### config.mk
export PLATFORM = sky130hd
export DESIGN_NAME = obi_periph_demux
export DESIGN_NICKNAME = d
export VERILOG_FILES = /design/src/rtl/soc_pkg.sv /design/src/rtl/obi_err_sbr.sv /design/src/rtl/obi_periph_demux.sv
export SDC_FILE = /design/constraint.sdc
export NUM_CORES = 1
export LEC_CHECK = 0
export BUFFER_PORTS_ARGS = -buffer_cell sky130_fd_sc_hd__buf_2
export CORE_AREA = 4 4 305 307
export DETAILED_ROUTE_END_ITERATION = 8
export DIE_AREA = 0 0 309 311
export GPL_TIMING_DRIVEN = 0
export PLACE_DENSITY = 0.35
export SYNTH_ARGS = -nofsm -noshare
export SYNTH_HDL_FRONTEND = slang
export SYNTH_HIERARCHICAL = 1
export SYNTH_SLANG_ARGS = --single-unit
### constraint.sdc
create_clock -name clk_i -period 6.7 [get_ports clk_i]
set_input_delay 1.005 -clock clk_i [delete_from_list [all_inputs] [get_ports clk_i]]
set_output_delay 1.005 -clock clk_i [all_outputs]
set_load 0.01 [all_outputs]
### src/rtl/soc_pkg.sv
// Shared SoC types: OBI channel structs, the peripheral address map and demux defaults.
package soc_pkg;

    localparam int unsigned AddrWidth      = 32;
    localparam int unsigned DataWidth      = 32;
    localparam int unsigned IdWidth        = 4;
    localparam int unsigned NumPeriphRules = 6;
    localparam int unsigned MaxPeriphTrans = 4;

    localparam logic [DataWidth-1:0]      ErrRspData          = 32'hBADC_AB1E;
    localparam logic [NumPeriphRules-1:0] PeriphRuleEnDefault = '1;

    typedef struct packed {
        logic [AddrWidth-1:0]   addr;
        logic                   we;
        logic [DataWidth/8-1:0] be;
        logic [DataWidth-1:0]   wdata;
        logic [IdWidth-1:0]     aid;
    } obi_a_chan_t;

    typedef struct packed {
        logic [DataWidth-1:0] rdata;
        logic [IdWidth-1:0]   rid;
        logic                 err;
    } obi_r_chan_t;

    typedef struct packed {
        logic        req;
        obi_a_chan_t a;
    } sbr_obi_req_t;

    typedef struct packed {
        logic        gnt;
        logic        rvalid;
        obi_r_chan_t r;
    } sbr_obi_rsp_t;

    typedef struct packed {
        logic [7:0]           idx;
        logic [AddrWidth-1:0] start_addr;
        logic [AddrWidth-1:0] end_addr;
    } addr_map_rule_t;

    // Flash, SRAM, PSRAM, UART, fabric config, fabric; end_addr is exclusive.
    localparam addr_map_rule_t [NumPeriphRules-1:0] periph_addr_map = '{
        0: '{idx: 8'd1, start_addr: 32'h0000_0000, end_addr: 32'h1000_0000},
        1: '{idx: 8'd2, start_addr: 32'h1000_0000, end_addr: 32'h2000_0000},
        2: '{idx: 8'd3, start_addr: 32'h2000_0000, end_addr: 32'h3000_0000},
        3: '{idx: 8'd4, start_addr: 32'h3000_0000, end_addr: 32'h4000_0000},
        4: '{idx: 8'd5, start_addr: 32'h4000_0000, end_addr: 32'h5000_0000},
        5: '{idx: 8'd6, start_addr: 32'h5000_0000, end_addr: 32'h6000_0000}
    };

endpackage

### src/rtl/obi_err_sbr.sv
// One-cycle OBI error subordinate: grants immediately, answers with err=1 the next cycle.
module obi_err_sbr
    import soc_pkg::*;
#(
    parameter logic [DataWidth-1:0] ErrData = ErrRspData
) (
    input  logic               i_clk,
    input  logic               i_rst,
    input  logic               i_req,
    input  logic [IdWidth-1:0] i_aid,
    output logic               o_gnt,
    output logic               o_rvalid,
    output obi_r_chan_t        o_r
);

    logic               r_valid;
    logic [IdWidth-1:0] r_rid;

    always_ff @(posedge i_clk) begin
        if (i_rst) begin
            r_valid <= 1'b0;
            r_rid   <= '0;
        end else begin
            r_valid <= i_req;
            if (i_req) r_rid <= i_aid;
        end
    end

    assign o_gnt    = i_req;
    assign o_rvalid = r_valid;

    always_comb begin
        o_r = '0;
        if (r_valid) begin
            o_r.rdata = ErrData;
            o_r.rid   = r_rid;
            o_r.err   = 1'b1;
        end
    end

endmodule

### src/rtl/obi_periph_demux.sv
// OBI address demultiplexer towards the peripheral subordinates with in-order response tracking.
module obi_periph_demux
    import soc_pkg::*;
#(
    parameter int unsigned                    NumRules = NumPeriphRules,
    parameter int unsigned                    MaxTrans = MaxPeriphTrans,
    parameter addr_map_rule_t [NumRules-1:0]  AddrMap  = periph_addr_map,
    parameter logic [DataWidth-1:0]           ErrData  = ErrRspData
) (
    input  logic                         clk_i,
    input  logic                         rst_i,
    input  logic [NumRules-1:0]          rule_en_i,
    input  sbr_obi_req_t                 mgr_req_i,
    output sbr_obi_rsp_t                 mgr_rsp_o,
    output sbr_obi_req_t [NumRules-1:0]  sbr_req_o,
    input  sbr_obi_rsp_t [NumRules-1:0]  sbr_rsp_i,
    output logic                         busy_o
);

    localparam int unsigned SelW = $clog2(NumRules + 1);
    localparam int unsigned CntW = $clog2(MaxTrans + 1);
    localparam int unsigned PtrW = (MaxTrans > 1) ? $clog2(MaxTrans) : 1;

    logic [SelW-1:0]     r_fifo [MaxTrans];
    logic [PtrW-1:0]     r_wptr, r_rptr;
    logic [CntW-1:0]     r_cnt;
    logic [SelW-1:0]     r_last_sel;

    logic [SelW-1:0]     w_sel, w_head;
    logic                w_hit, w_gate, w_fwd, w_tgt_gnt, w_push, w_pop;
    logic [NumRules-1:0] w_en_shift;
    logic                w_err_req, w_err_gnt, w_err_rvalid;
    obi_r_chan_t         w_err_r;

    // Lowest array index wins; the enable bit is looked up by the rule's idx.
    always_comb begin
        w_sel      = '0;
        w_hit      = 1'b0;
        w_en_shift = '0;
        for (int unsigned k = 0; k < NumRules; k++) begin
            w_en_shift = rule_en_i >> (32'(AddrMap[k].idx) - 32'd1);
            if (!w_hit && w_en_shift[0] &&
                mgr_req_i.a.addr >= AddrMap[k].start_addr &&
                mgr_req_i.a.addr <  AddrMap[k].end_addr) begin
                w_hit = 1'b1;
                w_sel = AddrMap[k].idx[SelW-1:0];
            end
        end
    end

    assign w_gate    = (r_cnt < CntW'(MaxTrans)) && ((r_cnt == '0) || (w_sel == r_last_sel));
    assign w_fwd     = mgr_req_i.req && w_gate && !rst_i;
    assign w_err_req = w_fwd && (w_sel == '0);
    assign w_head    = r_fifo[r_rptr];

    always_comb begin
        w_tgt_gnt = w_err_gnt;
        for (int unsigned k = 0; k < NumRules; k++) begin
            sbr_req_o[k].req = w_fwd && (w_sel == SelW'(k + 1));
            sbr_req_o[k].a   = mgr_req_i.a;
            if (w_sel == SelW'(k + 1)) w_tgt_gnt = sbr_rsp_i[k].gnt;
        end
    end

    // Only the head target may answer; anything else, or anything at cnt=0, is dropped.
    always_comb begin
        mgr_rsp_o = '0;
        if (r_cnt != '0) begin
            if (w_head == '0) begin
                mgr_rsp_o.rvalid = w_err_rvalid;
                mgr_rsp_o.r      = w_err_r;
            end
            for (int unsigned k = 0; k < NumRules; k++) begin
                if (w_head == SelW'(k + 1)) begin
                    mgr_rsp_o.rvalid = sbr_rsp_i[k].rvalid;
                    mgr_rsp_o.r      = sbr_rsp_i[k].r;
                end
            end
        end
        mgr_rsp_o.gnt = w_fwd && w_tgt_gnt;
    end

    assign w_push = mgr_rsp_o.gnt;
    assign w_pop  = mgr_rsp_o.rvalid;
    assign busy_o = (r_cnt != '0);

    always_ff @(posedge clk_i) begin
        if (rst_i) begin
            r_wptr     <= '0;
            r_rptr     <= '0;
            r_cnt      <= '0;
            r_last_sel <= '0;
        end else begin
            if (w_push) begin
                r_fifo[r_wptr] <= w_sel;
                r_last_sel     <= w_sel;
                r_wptr         <= (r_wptr == PtrW'(MaxTrans - 1)) ? '0 : r_wptr + 1'b1;
            end
            if (w_pop) begin
                r_rptr <= (r_rptr == PtrW'(MaxTrans - 1)) ? '0 : r_rptr + 1'b1;
            end
            if (w_push && !w_pop)      r_cnt <= r_cnt + 1'b1;
            else if (w_pop && !w_push) r_cnt <= r_cnt - 1'b1;
        end
    end

    obi_err_sbr #(
        .ErrData(ErrData)
    ) u_err_sbr (
        .i_clk    (clk_i),
        .i_rst    (rst_i),
        .i_req    (w_err_req),
        .i_aid    (mgr_req_i.a.aid),
        .o_gnt    (w_err_gnt),
        .o_rvalid (w_err_rvalid),
        .o_r      (w_err_r)
    );

endmodule

==> results of run 1 <==
## sequential cells by signal (all words and copies together) (netlist names), named ones only
signal and count:
r_rptr 2, r_fifo 12, u_err_sbr/r_rid 4, r_last_sel 3
u_err_sbr/o_rvalid 1, r_cnt 3, r_wptr 2
## final timing paths
path,start,end,slack [ns],cells after the start
worst max-delay path,mgr_req_i[69],mgr_rsp_o[38],0.42,15
worst min-delay path,r_rptr[0],r_rptr[0],0.49,2
worst max register to register,r_last_sel[0],r_cnt[2],1.41,17
worst min register to register,r_rptr[0],r_rptr[0],0.49,2
## cell families (layout without fill, tap and decap cells)
group,count (synthesis),count (layout),share of synthesized area [%]
flops,29,29,9.51
buf+inv,525,1267,51.0
fa+ha+maj,7,7,1.29
xor+xnor,2,2,0.238
simple gates,146,146,9.18
mux,57,57,12.9
other cells,1,15,0.0509
compound gates,188,188,15.8
## worst max-delay path, stage by stage
cell and delay (ns):
buf_2 0.17, clkbuf_1 0.35, nor4bb_1 0.14, o21ai_0 0.34, a211oi_1 0.13, o31ai_1 0.68, nand3_1 0.50, nor4_2 0.55
buf_4 0.20, mux2i_1 0.07, o211ai_1 0.42, and3_1 0.22, buf_2 0.22, buf_4 0.14, buf_2 0.13
## placed cells by master (no fill, tap or decap), types with 6 or more instances in the layout
cell / netlist / layout
conb_1: 1 / 13
clkbuf_1: 32 / 32
and2_1: 8 / 8
mux2i_1: 14 / 14
inv_1: 9 / 9
nor2_1: 50 / 50
buf_2: 5 / 739
mux4_2: 29 / 29
mux2_1: 9 / 9
o21ai_0: 58 / 58
buf_4: 473 / 473
dfxtp_1: 17 / 17
ha_1: 6 / 6
a21oi_1: 70 / 70
edfxtp_1: 12 / 12
nand2_1: 50 / 50
a221oi_1: 21 / 21
o221a_1: 7 / 7
## power breakdown
part | total [mW] | internal (mW) | switching, mW | leakage (nW)
combinational | 1.84 | 0.744 | 1.10 | 6.34
sequential | 0.223 | 0.202 | 0.0201 | 0.249
clock | 0.267 | 0.185 | 0.0822 | 0.0831
total | 2.33 | 1.13 | 1.20 | 6.67
## cells in the mapped netlist (2+ instances only)
library cell	count	area share [%]
dfxtp_1	17	4.6
nand4_1	4	0.34
mux2_2	5	0.76
and3b_1	2	0.24
nand2_1	50	2.5
clkbuf_1	32	1.6
buf_2	5	0.34
nor3_1	5	0.34
a211oi_1	4	0.41
edfxtp_1	12	4.9
mux2i_1	14	1.9
mux2_1	9	1.4
o31ai_1	4	0.41
nand2b_1	3	0.25
o211a_1	3	0.41
o22ai_1	2	0.17
nor2b_1	4	0.34
inv_1	9	0.46
a31oi_1	4	0.34
buf_4	473	48
nand3b_1	2	0.20
o221a_1	7	1.1
o21a_1	2	0.20
or3_1	2	0.17
o21ai_0	58	3.9
buf_1	5	0.25
nand3_1	4	0.27
a21oi_1	70	4.8
o221a_2	3	0.46
and2_1	8	0.68
and3_1	3	0.25
a221oi_1	21	2.5
nor2_1	50	2.5
nor4_1	3	0.25
ha_1	6	1.0
xor2_1	2	0.24
mux4_2	29	8.9
## layout make-up
| cell class | count | area [sq um] | share of cell area (%) |
|---|---|---|---|
| repair buffers | 734 | 3670 | 28.8 |
| plain buffers | 516 | 3730 | 29.2 |
| clock inverters | 2 | 37.5 | 0.294 |
| multi-input cells | 413 | 2960 | 23.2 |
| well taps | 1176 | 1470 | 11.5 |
| clock buffers | 6 | 139 | 1.09 |
| flip-flops and latches | 29 | 701 | 5.50 |
| inverters | 9 | 33.8 | 0.265 |
| diodes | 2 | 5.00 | 0.0393 |
## per-layer routing
layer  part of all wire, %  track usage [%]
met5                 0.093                0
met4                   1.6             1.56
met3                   8.9             2.49
met2                    51             18.5
met1                    38             10.9
## stage by stage
step | instances | setup WS, ns | instance area, sq um
floorplan | 967 | 1.71 | 7420
global placement | 2877 | 0.0460 | 12600
detailed placement | 2877 | 0.0643 | 12600
CTS | 2885 | 0.104 | 12700
global route | 2885 | 0.0524 | 12700
finish | 2887 | 0.424 | 12700
==> key figures, run 1 <==
Status
  – Status: completed

STA
  – Tmin final: 6.28 ns
  – Worst slew pin tran: 1.26 ns
  – Setup TNS Final: 0 ns
  – Slew Limit Fails: 0
  – RSZ-0062 raised after global routing: false
  – Final hold slack: 0.495 ns
  – Endpoints failing setup: 0
  – Max-slew headroom: 15.7%
  – Crit share post-route: 93.7%
  – Fmax: 159 MHz
  – Final hold violation count: 0
  – Fin Clk Skew: 0.00255 ns

Critical path
  – Crit end category: primary output
  – Critical-path maximum fanout: 11
  – Critical Path RT: 5.69 ns
  – WS Path Type: in2out
  – CP startpoint kind: input pin
  – Critical path arrival: 5.27 ns

Placed design
  – RD Place Congestion: 0.811
  – Final HPWL DP: 45.9 mm
  – Port Buf Inserts: 734

Clock tree
  – Clock Latency Late Sink: 0.27 ns
  – Maximum clock insertion buffer count: 2
  – CTS resizes: 0
  – Worst-path clk slew: 0.05 ns
  – CTS Buf Count: 5
  – Clk root buf: clkbuf_16
  – Hold Buf Count CTS: 0
  – Htree depth: 2
  – CTS tree: built
  – Post-CTS Setup Bufs: 0
  – TritonCTS Sinks: 29

Global routing
  – Vias in the first global route: 8332
  – Global Route Usage Sum: 9.68%
  – Antenna violations before repair: 18
  – Largest net degree at the start of global routing: 26
  – First-pass GRT wire length: 66.8 mm
  – Total congestion overflow: 0

Yosys
  – Post-synth cell types: 56
  – Mapped Avg Cell Area: 7.72 sq um
  – Ys async rst share: 0%
  – Seq cells post-synth: 29
  – Cells after synthesis: 955
  – Synth Flop Type: dfxtp_1
  – Number of synthesized flops with an enable pin: 12
  – Synth warn: 6
  – Mapped cell area: 0.00737 sq mm
  – Seq/Total Area, Yosys: 9.51%

Cells and area
  – Fill count: 10508
  – Final Core Density: 14.2%
  – Layout cells sized above 1: 73.8%
  – # nets final: 2031
  – Synth-to-layout area growth: 73.0%

Floorplanning
  – # IOs: 800
  – Die height: 311 um
  – Die width: 309 um
  – Core ar.: 0.0900 sq mm
  – Initial Utilization: 8.19%
  – # rows: 110
  – Die ar.: 0.0961 sq mm

Hold path
  – Hold WC Path Type: reg2reg

Power
  – P per Cell Area: 183 mW/mm^2
  – LEAKAGE: 6.67 nW
  – Max rail drop VDD: 0.0688 mV
  – Power, Total: 2.33 mW

Run
  – Total of max-cap violations: 0

Detailed routing
  – Initial DRC Count: 328
  – Detail Route Antenna Nets: 0
  – # DRC: 0
  – Routed WL: 50.6 mm
  – Via count: 8831
  – Total iterations of the first detailed-routing run: 4
  – Drt wl/cell: 17.5 um
  – Via/cell ratio: 3.06
No activity file was read; power rests on OpenSTA's default activity.
==> inputs of run 2 (changes only) <==
- BUFFER_PORTS_ARGS: -buffer_cell sky130_fd_sc_hd__buf_2 -> -buffer_cell sky130_fd_sc_hd__buf_4
==> run 2 against run 1 <==
Non-clock buffer count stayed put. Worst setup slack better by 0.072 ns. Via count is 2.1% higher. Register-to-register slack better by 0.05 ns. Cell area is 14% higher. First-iteration DRC count is 12% higher. Final cell count is 0.17% higher. Die area stayed put. Clock power is 3% lower. Worst hold slack better by 0.0027 ns. Highest routed layer unchanged.
==> key figures, run 2 (synthesis results as in run 1) <==
Status
  – Status: completed (unchanged)

Power
  – Clk pwr share: 10.3% (was 11.5%)
  – P per Cell Area: 171 mW/mm^2 (was 183 mW/mm^2)
  – Psw: 1.22 mW (was 1.20 mW)
  – LEAKAGE: 7.26 nW (was 6.67 nW)
  – Internal Pwr Total: 1.28 mW (was 1.13 mW)
  – Combinational share of power: 80.7% (was 79.0%)
  – Switching Share: 48.8% (was 51.5%)
  – Flop pwr share: 8.9% (was 9.5%)
  – Max rail drop VDD: 0.0870 mV (was 0.0688 mV)

Clock tree
  – TritonCTS Sinks: 29 (unchanged)
  – Htree depth: 2 (unchanged)
  – Clock Latency Late Sink: 0.28 ns (was 0.27 ns)
  – Hold Buf Count CTS: 0 (unchanged)
  – Worst-path clk slew: 0.05 ns (about the same)
  – CTS Buf Count: 5 (unchanged)
  – CTS tree: built (unchanged)
  – Clk root buf: clkbuf_16 (unchanged)
  – Maximum clock insertion buffer count: 2 (unchanged)
  – CTS resizes: 0 (unchanged)
  – Post-CTS Setup Bufs: 0 (unchanged)

Critical path
  – CP bufs+invs: 6 (unchanged)
  – FF-to-FF path depth: 17 (unchanged)
  – Largest stage delay, worst path: 0.77 ns (was 0.68 ns)
  – Critical Path RT: 5.69 ns (about the same)
  – CP startpoint kind: input pin (unchanged)
  – CP most frequent cell: buf_4 (was buf_2)
  – Crit end category: primary output (unchanged)
  – Register-to-register setup slack: 1.46 ns (was 1.41 ns)
  – RR Endpoint: r_cnt[2] (unchanged)
  – RR Startpoint: r_last_sel[0] (unchanged)
  – Delay-heaviest family, CP: simple AND/OR/NAND/NOR gates (was compound AO/OA/AOI/OAI gates)
  – Critical-path maximum fanout: 11 (unchanged)
  – Worst path depth: 15 (unchanged)
  – CP startpoint: mgr_req_i[69] (unchanged)
  – WS Path Type: in2out (unchanged)
  – Critical Path, Cell by Cell: buf_4 > clkbuf_1 > nor2_1 > and4_1 > a211oi_1 > o31ai_1 > nand3_1 > nor4_2 > buf_4 > mux2i_1 > o211ai_1 > and3_1 > buf_2 > buf_4 > buf_4 (was buf_2 > clkbuf_1 > nor4bb_1 > o21ai_0 > a211oi_1 > o31ai_1 > nand3_1 > nor4_2 > buf_4 > mux2i_1 > o211ai_1 > and3_1 > buf_2 > buf_4 > buf_2)
  – CP endpoint: mgr_rsp_o[38] (unchanged)
  – Crit path max-delay cell type: o31ai_1 (unchanged)
  – Critical path arrival: 5.20 ns (was 5.27 ns)

Placed design
  – Final HPWL DP: 47.9 mm (was 45.9 mm)
  – Port Buf Inserts: 734 (unchanged)
  – Placed cells: 2877 (unchanged)
  – Place WS: 0.166 ns (was 0.0643 ns)
  – RD Place Congestion: 0.836 (was 0.811)

STA
  – Final Worst Setup Slack: 0.496 ns (was 0.424 ns)
  – Fmax: 161 MHz (was 159 MHz)
  – Final hold slack: 0.497 ns (was 0.495 ns)
  – Fin Clk Skew: 0.00613 ns (was 0.00255 ns)
  – Max-slew headroom: 11.5% (was 15.7%)
  – Final hold violation count: 0 (unchanged)
  – Slew Limit Fails: 0 (unchanged)
  – Crit share post-route: 92.6% (was 93.7%)
  – Setup TNS Final: 0 ns (unchanged)
  – Worst slew pin tran: 1.33 ns (was 1.26 ns)
  – RSZ-0062 raised after global routing: false (unchanged)
  – Endpoints failing setup: 0 (unchanged)
  – Tmin final: 6.20 ns (was 6.28 ns)

Cells and area
  – Most frequent cells in the layout: buf_4 (1207), a21oi_1 (70), o21ai_0 (58), nor2_1 (50), nand2_1 (50) (was buf_2 (739), buf_4 (473), a21oi_1 (70), o21ai_0 (58))
  – Final non-filler cell total: 2892 (was 2887)
  – Largest regs: r_fifo (12), u_err_sbr/r_rid (4) (unchanged)
  – Max reg flops: 12 (unchanged)
  – Most flops, register: r_fifo (unchanged)
  – # nets final: 2031 (unchanged)
  – Layout cells sized above 1: 73.7% (was 73.8%)
  – Commonest non-fill, non-tap cell in the layout: buf_4 (was buf_2)
  – Synth-to-layout area growth: 97.9% (was 73.0%)

Floorplanning
  – Die ar.: 0.0961 sq mm (unchanged)
  – # IOs: 800 (unchanged)
  – Core ar.: 0.0900 sq mm (unchanged)
  – Die width: 309 um (unchanged)
  – # rows: 110 (unchanged)
  – Initial Utilization: 8.19% (unchanged)
  – Die height: 311 um (unchanged)

Detailed routing
  – Routed WL: 52.8 mm (was 50.6 mm)
  – Via count: 9013 (was 8831)
  – Detail Route Antenna Nets: 0 (unchanged)
  – Max layer used: met5 (unchanged)
  – # DRC: 0 (unchanged)
  – Via/cell ratio: 3.12 (was 3.06)
  – Routed met2 length: 27.5 mm (was 25.9 mm)
  – Total iterations of the first detailed-routing run: 4 (unchanged)
  – Drt wl/cell: 18.2 um (was 17.5 um)
  – Initial DRC Count: 366 (was 328)
  – Metal-1 WL: 18.7 mm (was 19.4 mm)
  – Met3 WL: 5.68 mm (was 4.49 mm)

Global routing
  – Total congestion overflow: 0 (unchanged)
  – Largest net degree at the start of global routing: 26 (unchanged)
  – First-pass GRT wire length: 69.7 mm (was 66.8 mm)
  – Global Route Usage Sum: 10.1% (was 9.68%)
  – Antenna violations before repair: 10 (was 18)
  – Vias in the first global route: 9084 (was 8332)

Run
  – Total of max-cap violations: 0 (unchanged)

Hold path
  – Hold WC Path Type: reg2reg (unchanged)
[run 2: power groups by stage]
stage / combinational (mW) / sequential (mW) / clock [mW]
3_5_place_dp: 2.05 / 0.227 / 0
6_report: 2.01 / 0.222 / 0.258
2_1_floorplan: 1.04 / 0.218 / 0
5_1_grt: 2.18 / 0.226 / 0.271
4_1_cts: 2.06 / 0.224 / 0.265
3_3_place_gp: 2.06 / 0.226 / 0
[run 2: final cells by class]
class	instances	area, sq um
well taps	1176	1470
plain buffers	516	3730
repair buffers	734	5510
fillers	10331	75400
inverters	9	33.8
clock buffers	5	125
clock inverters	3	41.3
multi-input cells	413	2960
flip-flops and latches	29	701
diodes	7	17.5
[run 2: worst min-delay path by stage]
stage                            start            endpoint  slack [ns]  depth (start not counted)
floorplan           u_err_sbr/r_rid[0]  u_err_sbr/r_rid[0]        0.45                          2
global placement             r_rptr[0]           r_rptr[0]        0.48                          2
detailed placement  u_err_sbr/r_rid[1]  u_err_sbr/r_rid[1]        0.49                          2
CTS                 u_err_sbr/r_rid[1]  u_err_sbr/r_rid[1]        0.50                          2
global route                 r_rptr[0]           r_rptr[0]        0.53                          2
finish              u_err_sbr/r_rid[1]  u_err_sbr/r_rid[1]        0.50                          2
[run 2: metrics by stage]
step                power, mW  utilization, %  area [sq um]
floorplan                1.26               -          7420
global placement         2.28            16.0         14400
detailed placement       2.28            16.0         14400
CTS                      2.55            16.2         14600
global route             2.68            16.2         14600
finish                   2.49            16.2         14600
[run 2: worst register-to-register path: stages, from the launching register on]
cell,delay [ns]
dfxtp_1,0.35
inv_1,0.07
a2111oi_0,0.41
a211oi_1,0.11
o31ai_1,0.77
nand3_1,0.49
nor4_2,0.53
buf_4,0.20
mux2i_1,0.07
o211ai_1,0.45
and3_1,0.23
buf_2,0.23
ha_1,0.22
inv_1,0.06
fa_1,0.37
xor2_1,0.18
or3_1,0.30
a21oi_1,0.14
[run 2: routing by layer]
| layer | up-vias | global-route usage (%) |
|---|---|---|
| li1 | 4310 | - |
| met1 | 4146 | 10.4 |
| met2 | 519 | 19.5 |
| met3 | 32 | 3.52 |
| met4 | 6 | 1.78 |
| met5 | - | 0 |
